==> src/rtl/letc_core_pkg.sv <==
// ============================================================================
// Module      : letc_core_pkg
// Description : Shared LETC Core types: addresses, words, access sizes and
//               the memory-arbiter state, owner and latched-request types.
// Revision    : 1.0 - initial release
// ============================================================================
`default_nettype none

package letc_core_pkg;

    typedef logic [31:0] paddr_t;
    typedef logic [31:0] word_t;

    typedef enum logic [1:0] {
        SIZE_BYTE = 2'd0,
        SIZE_HALF = 2'd1,
        SIZE_WORD = 2'd2
    } size_e;

    typedef enum logic [1:0] {
        IDLE     = 2'd0,
        ISSUE    = 2'd1,
        WAIT_RSP = 2'd2
    } mem_arb_state_e;

    typedef enum logic {
        FETCH = 1'b0,
        DATA  = 1'b1
    } mem_arb_owner_e;

    typedef struct packed {
        paddr_t addr;
        logic   we;
        size_e  size;
        word_t  wdata;
    } mem_req_s;

endpackage : letc_core_pkg

`default_nettype wire

==> src/rtl/letc_core_mem_arb_grant.sv <==
// ============================================================================
// Module      : letc_core_mem_arb_grant
// Description : Fetch/data grant decision for the memory arbiter. Data wins;
//               with LETC_CORE_MEM_ARB_STARVE_EN a saturating counter forces a
//               fetch grant after STARVE_LIMIT data grants that held fetch off.
// Revision    : 1.0 - initial release
// ============================================================================
`default_nettype none

module letc_core_mem_arb_grant #(
    parameter int STARVE_LIMIT = 4
) (
    input  logic clk,
    input  logic rst,
    input  logic idle_i,
    input  logic f_valid_i,
    input  logic d_valid_i,
    output logic f_grant_o,
    output logic d_grant_o
);

`ifdef LETC_CORE_MEM_ARB_STARVE_EN
    localparam int               CNT_W      = $clog2(STARVE_LIMIT + 1);
    localparam logic [CNT_W-1:0] STARVE_MAX = CNT_W'(STARVE_LIMIT);

    logic [CNT_W-1:0] starve_cnt_q;
    logic [CNT_W-1:0] starve_cnt_d;
    logic             force_fetch;

    assign force_fetch = f_valid_i && (starve_cnt_q == STARVE_MAX);
    assign d_grant_o   = idle_i && d_valid_i && !force_fetch;
    assign f_grant_o   = idle_i && f_valid_i && !d_grant_o;

    // Only a data grant that actually blocked a waiting fetch counts as starving it.
    always_comb begin
        starve_cnt_d = starve_cnt_q;
        if (f_grant_o) begin
            starve_cnt_d = '0;
        end else if (d_grant_o) begin
            if (!f_valid_i) begin
                starve_cnt_d = '0;
            end else if (starve_cnt_q != STARVE_MAX) begin
                starve_cnt_d = starve_cnt_q + 1'b1;
            end
        end
    end

    always_ff @(posedge clk or posedge rst) begin
        if (rst) begin
            starve_cnt_q <= '0;
        end else begin
            starve_cnt_q <= starve_cnt_d;
        end
    end
`else
    logic unused_cfg;

    assign unused_cfg = ^{clk, rst, (STARVE_LIMIT > 0)};
    assign d_grant_o  = idle_i && d_valid_i;
    assign f_grant_o  = idle_i && f_valid_i && !d_valid_i;
`endif

endmodule : letc_core_mem_arb_grant

`default_nettype wire

==> src/rtl/letc_core_mem_arb.sv <==
// ============================================================================
// Module      : letc_core_mem_arb
// Description : Shares the core memory bus between fetch and data requesters;
//               one outstanding access, response routed to its owner.
//               Optional starvation guard: LETC_CORE_MEM_ARB_STARVE_EN.
// Revision    : 1.0 - initial release
// ============================================================================
`default_nettype none

module letc_core_mem_arb
    import letc_core_pkg::*;
#(
    parameter int STARVE_LIMIT = 4
) (
    input  logic   clk,
    input  logic   rst,

    input  logic   f_req_valid,
    output logic   f_req_ready,
    input  paddr_t f_req_addr,
    output logic   f_rsp_valid,
    output word_t  f_rsp_rdata,

    input  logic   d_req_valid,
    output logic   d_req_ready,
    input  paddr_t d_req_addr,
    input  logic   d_req_we,
    input  size_e  d_req_size,
    input  word_t  d_req_wdata,
    output logic   d_rsp_valid,
    output word_t  d_rsp_rdata,

    output logic   bus_req_valid,
    input  logic   bus_req_ready,
    output paddr_t bus_req_addr,
    output logic   bus_req_we,
    output size_e  bus_req_size,
    output word_t  bus_req_wdata,
    input  logic   bus_rsp_valid,
    input  word_t  bus_rsp_rdata
);

    mem_arb_state_e state_q,       state_d;
    mem_arb_owner_e owner_q,       owner_d;
    mem_req_s       req_q,         req_d;
    logic           bus_valid_q,   bus_valid_d;
    logic           f_rsp_valid_q, f_rsp_valid_d;
    logic           d_rsp_valid_q, d_rsp_valid_d;
    word_t          f_rdata_q,     f_rdata_d;
    word_t          d_rdata_q,     d_rdata_d;

    logic           idle;
    logic           f_grant;
    logic           d_grant;

    // Readies must read 0 while reset is held, even if a requester is valid.
    assign idle = (state_q == IDLE) && !rst;

    letc_core_mem_arb_grant #(
        .STARVE_LIMIT (STARVE_LIMIT)
    ) u_grant (
        .clk       (clk),
        .rst       (rst),
        .idle_i    (idle),
        .f_valid_i (f_req_valid),
        .d_valid_i (d_req_valid),
        .f_grant_o (f_grant),
        .d_grant_o (d_grant)
    );

    always_comb begin
        state_d       = state_q;
        owner_d       = owner_q;
        req_d         = req_q;
        bus_valid_d   = bus_valid_q;
        f_rsp_valid_d = 1'b0;
        d_rsp_valid_d = 1'b0;
        f_rdata_d     = f_rdata_q;
        d_rdata_d     = d_rdata_q;

        case (state_q)
            IDLE: begin
                if (d_grant) begin
                    req_d.addr  = d_req_addr;
                    req_d.we    = d_req_we;
                    req_d.size  = d_req_size;
                    req_d.wdata = d_req_wdata;
                    owner_d     = DATA;
                    bus_valid_d = 1'b1;
                    state_d     = ISSUE;
                end else if (f_grant) begin
                    req_d.addr  = f_req_addr;
                    req_d.we    = 1'b0;
                    req_d.size  = SIZE_WORD;
                    req_d.wdata = '0;
                    owner_d     = FETCH;
                    bus_valid_d = 1'b1;
                    state_d     = ISSUE;
                end
            end
            ISSUE: begin
                if (bus_req_ready) begin
                    bus_valid_d = 1'b0;
                    state_d     = WAIT_RSP;
                end
            end
            WAIT_RSP: begin
                if (bus_rsp_valid) begin
                    state_d = IDLE;
                    if (owner_q == FETCH) begin
                        f_rsp_valid_d = 1'b1;
                        f_rdata_d     = bus_rsp_rdata;
                    end else begin
                        d_rsp_valid_d = 1'b1;
                        d_rdata_d     = req_q.we ? '0 : bus_rsp_rdata;
                    end
                end
            end
            default: begin
                state_d     = IDLE;
                bus_valid_d = 1'b0;
            end
        endcase
    end

    always_ff @(posedge clk or posedge rst) begin
        if (rst) begin
            state_q       <= IDLE;
            owner_q       <= FETCH;
            req_q         <= '0;
            bus_valid_q   <= 1'b0;
            f_rsp_valid_q <= 1'b0;
            d_rsp_valid_q <= 1'b0;
            f_rdata_q     <= '0;
            d_rdata_q     <= '0;
        end else begin
            state_q       <= state_d;
            owner_q       <= owner_d;
            req_q         <= req_d;
            bus_valid_q   <= bus_valid_d;
            f_rsp_valid_q <= f_rsp_valid_d;
            d_rsp_valid_q <= d_rsp_valid_d;
            f_rdata_q     <= f_rdata_d;
            d_rdata_q     <= d_rdata_d;
        end
    end

    assign f_req_ready   = f_grant;
    assign d_req_ready   = d_grant;
    assign f_rsp_valid   = f_rsp_valid_q;
    assign f_rsp_rdata   = f_rdata_q;
    assign d_rsp_valid   = d_rsp_valid_q;
    assign d_rsp_rdata   = d_rdata_q;
    assign bus_req_valid = bus_valid_q;
    assign bus_req_addr  = req_q.addr;
    assign bus_req_we    = req_q.we;
    assign bus_req_size  = req_q.size;
    assign bus_req_wdata = req_q.wdata;

endmodule : letc_core_mem_arb

`default_nettype wire
==> config.mk <==
export PLATFORM = sky130hd
export DESIGN_NAME = letc_core_mem_arb
export DESIGN_NICKNAME = d
export VERILOG_FILES = /design/src/rtl/letc_core_pkg.sv /design/src/rtl/letc_core_mem_arb_grant.sv /design/src/rtl/letc_core_mem_arb.sv
export SDC_FILE = /design/constraint.sdc
export NUM_CORES = 1
export LEC_CHECK = 0
export ABC_CLOCK_PERIOD_IN_PS = 5200
export CORE_ASPECT_RATIO = 1.25
export CORE_UTILIZATION = 38
export CTS_BUF_LIST = sky130_fd_sc_hd__clkbuf_2 sky130_fd_sc_hd__clkbuf_4 sky130_fd_sc_hd__clkbuf_8
export DETAILED_ROUTE_END_ITERATION = 10
export PLACE_DENSITY_LB_ADDON = 0.08
export SKIP_CTS_REPAIR_TIMING = 1
export SLEW_MARGIN = 20
export SYNTH_ARGS = -nofsm -noshare
export SYNTH_HDL_FRONTEND = slang
export SYNTH_SLANG_ARGS = --single-unit
==> constraint.sdc <==
create_clock -name clk -period 5.2 [get_ports clk]
set_input_delay 1.3 -clock clk [delete_from_list [all_inputs] [get_ports clk]]
set_output_delay 1.3 -clock clk [all_outputs]
set_load 0.01 [all_outputs]
==> metrics.md <==
| Metric | Value |
|---|---|
| Initial Utilization | 38.9% |
| CTS buffer count | 17 |
| Tmin final | 4400 ps |
| # clock sinks | about 140 |
| Number of buffers added on ports | around 270 |
| Synth cell types | 30 |
| Synth Area in Adders | 0% |
| Synthesized flop and latch total | 137 |
| Setup WS pre-CTS | 797 ps |
| Final hold vios | 0 |
| Initial antenna violation count | 1 |
| Status | finished clean |
| Vias in the first global route | 4909 |
| Pwr per Cell Area | 570 nW/um2 |
| Min-delay worst type | reg2reg |
| Final net count | 852 |
| Reg clk slew, reported paths | 70 ps |
| RSZ-0062 raised after global routing | no |
| Post-Route Skew | 13.4 ps |
| Leakage power total | between 3 and 4 nW |
| Total grt overflow | 0 |
| Proportion of synthesized area in mux cells | 6.43% |
| Core Box Area | ~14000 um2 |
| Final instance area | ~9000 um2 |
| Synth Area in Simple Gates | 10.1% |
| Sequential fraction of the synthesis area | 61.2% |
| Die X | 111 um |
| Post-Route Utilization | 61.2% |
| First-pass GRT wire length | 25500 um |
| Crit end category | primary output |
| Synthesized area | 5600 um2 |
| Critical Path Start Type | input pin |
| Slew headroom | 26.9% |
| Compound-cell area share of the yosys netlist | between 10% and 20% |
| Routed wire length | roughly 16000 um |
| Worst VDD drop | 0.000292 V |
| Area growth syn-to-layout | 57.4% |
| Setup TNS | 0 ps |
| Mapped Nets | 592 |
| DR vias/cell | 5.18 |
| Final period util | 84.6% |
| Final setup margin | 800 ps |
| Largest net degree at the start of global routing | 85 |
| CP max FO | 9 |
| Synth top area share | 61.2% |
| Commonest cells after routing, fill and taps aside | 272 x clkdlybuf4s50_1, 137 x dfrtp_1, 63 x nand2_1 |
| Worst Path Class, Setup | in2out |
| Antenna Cells | 0 |
| # IOs | 273 |
| Cell taking the most area after synthesis | dfrtp_1 |
| 1st-iter DRT viols | 217 |
| Residual DRC | 0 |
| Mapped Cells | roughly 460 |
| Routed vias | approximately 4700 |
| Yosys warns | 0 |
| CTS tree | built |
| XOR/XNOR share of the synthesized area | 0% |
| Final setup viols | 0 |
| H-Tree Depth | 4 |
| Post-DP Area | 8410 um2 |
| Clock root buffer master | clkbuf_8 |
| Die height | 138 um |
| Critical Path RT | around 3900 ps |
| DR pass1 iterations | 4 |
| Main combinational cell family by area after synthesis | compound AO/OA/AOI/OAI gates |
| Die area | 15200 um2 |
| Avg Inst Size Synth | between 10 and 15 um2 |
| FP Rows | 49 |
| Worst-Margin Slew | 1090 ps |
| Final HPWL DP | 11400 um |
| GRT Util Overall | between 20% and 30% |
| Fmax | 227 MHz |
| Critical Path AT | 3100 ps |
| Skew-Pair Late Insertion Delay | 440 ps |
| Max Cap Viol | 0 |
| Max clock buf depth | 2 |
| Detail Route Antenna Nets | 0 |
| Share of cells above drive strength 1 | 10.4% |
| Routed WL per cell | 17.9 um |
| Commonest non-fill, non-tap cell in the layout | clkdlybuf4s50_1 |
| Max Slew Vio Count | 0 |
| Final Wtd Congestion | 0.765 |
| Top cells by area, synth | dfrtp_1 61%, mux2_2 5.6%, a22o_1 5.3% |
-- worst paths after layout --
kind,startpoint,endpoint,slack [ps],depth (start not counted)
setup / recovery,rst,f_req_ready,800,4
hold reg to reg,d_rsp_rdata[11]$_DFFE_PP0P_,d_rsp_rdata[11]$_DFFE_PP0P_,480,2
min in group asynchronous,rst,bus_req_addr[12]$_DFFE_PP0P_,1640,2
setup reg to reg,state_q[1]$_DFFE_PP0P_,bus_req_addr[31]$_DFFE_PP0P_,3260,3
max in group asynchronous,rst,d_rsp_rdata[31]$_DFFE_PP0P_,2680,3
hold / removal,d_rsp_rdata[11]$_DFFE_PP0P_,d_rsp_rdata[11]$_DFFE_PP0P_,480,2
-- sequential cells by signal, indices dropped and copies added, names as in the netlist --
name / flops
bus_req_size: 2
f_rsp_valid: 1
bus_req_valid: 1
d_rsp_valid: 1
bus_req_wdata: 32
state_q: 2
owner_q: 1
bus_req_we: 1
f_rsp_rdata: 32
bus_req_addr: 32
d_rsp_rdata: 32
-- cells by family after synthesis --
family,Yosys count
DFF,137
AOI/OAI and AO/OA,136
and+or+nand+nor,108
buffers and inverters,42
muxes,32
-- critical path: stages --
cell and delay [ps]:
clkdlybuf4s50_1 630, nor3_4 430, and2_1 210, clkdlybuf4s50_1 530
-- synth_stat cells --
master     instances
or3_1              1
nor4b_2            2
nand2b_1          33
nand4b_1           1
nand2_1           63
a32oi_1           29
and2_1             1
a22o_1            34
inv_1              4
buf_6              7
mux2_1             4
a21o_1             1
a22oi_1           32
buf_2             17
mux2_2            28
nor3b_4            1
nor2b_1            1
nor3_1             1
dfrtp_1          137
buf_4              1
clkbuf_1          13
o2bb2ai_1          3
nor3_4             1
o21ai_2            1
nand2b_4           1
nand3b_1           1
o21ai_1            6
nor2_1             1
a21oi_1            2
o21ai_0           28
-- cell type report --
type | instances | area (um2)
Clock buffer | 18 | 248
Clock inverter | 14 | 149
Fill cell | 1219 | 5590
Inverter | 4 | 20.0
Multi-Input combinational cell | 276 | 1970
Sequential cell | 137 | 3430
Tap cell | 178 | 223
Timing Repair Buffer | 279 | 2780
-- stage by stage --
step	hold WS [ps]	power (W)	instances
2_1_floorplan	509	0.00288	455
3_3_place_gp	462	0.00414	873
3_5_place_dp	470	0.00420	873
4_1_cts	487	0.00509	905
5_1_grt	503	0.00534	906
6_report	481	0.00503	906
-- power breakdown --
| part | switching [W] | internal [W] | total (W) |
|---|---|---|---|
| Sequential | 0.000360 | 0.00157 | 0.00193 |
| Clock | 0.000424 | 0.000440 | 0.000864 |
| Combinational | 0.000897 | 0.00134 | 0.00224 |
| Total | 0.00168 | 0.00335 | 0.00503 |
-- per-layer routing --
layer | global-route usage (%) | vias to the layer above | routed length [um]
met2 | 37.8 | 182 | 8410
li1 | - | 2177 | -
met3 | 7.96 | 23 | 1160
met4 | 7.63 | 0 | 299
met5 | 0 | - | 0
met1 | 23.5 | 2314 | 6300
No activity file was read; power rests on OpenSTA's default activity.
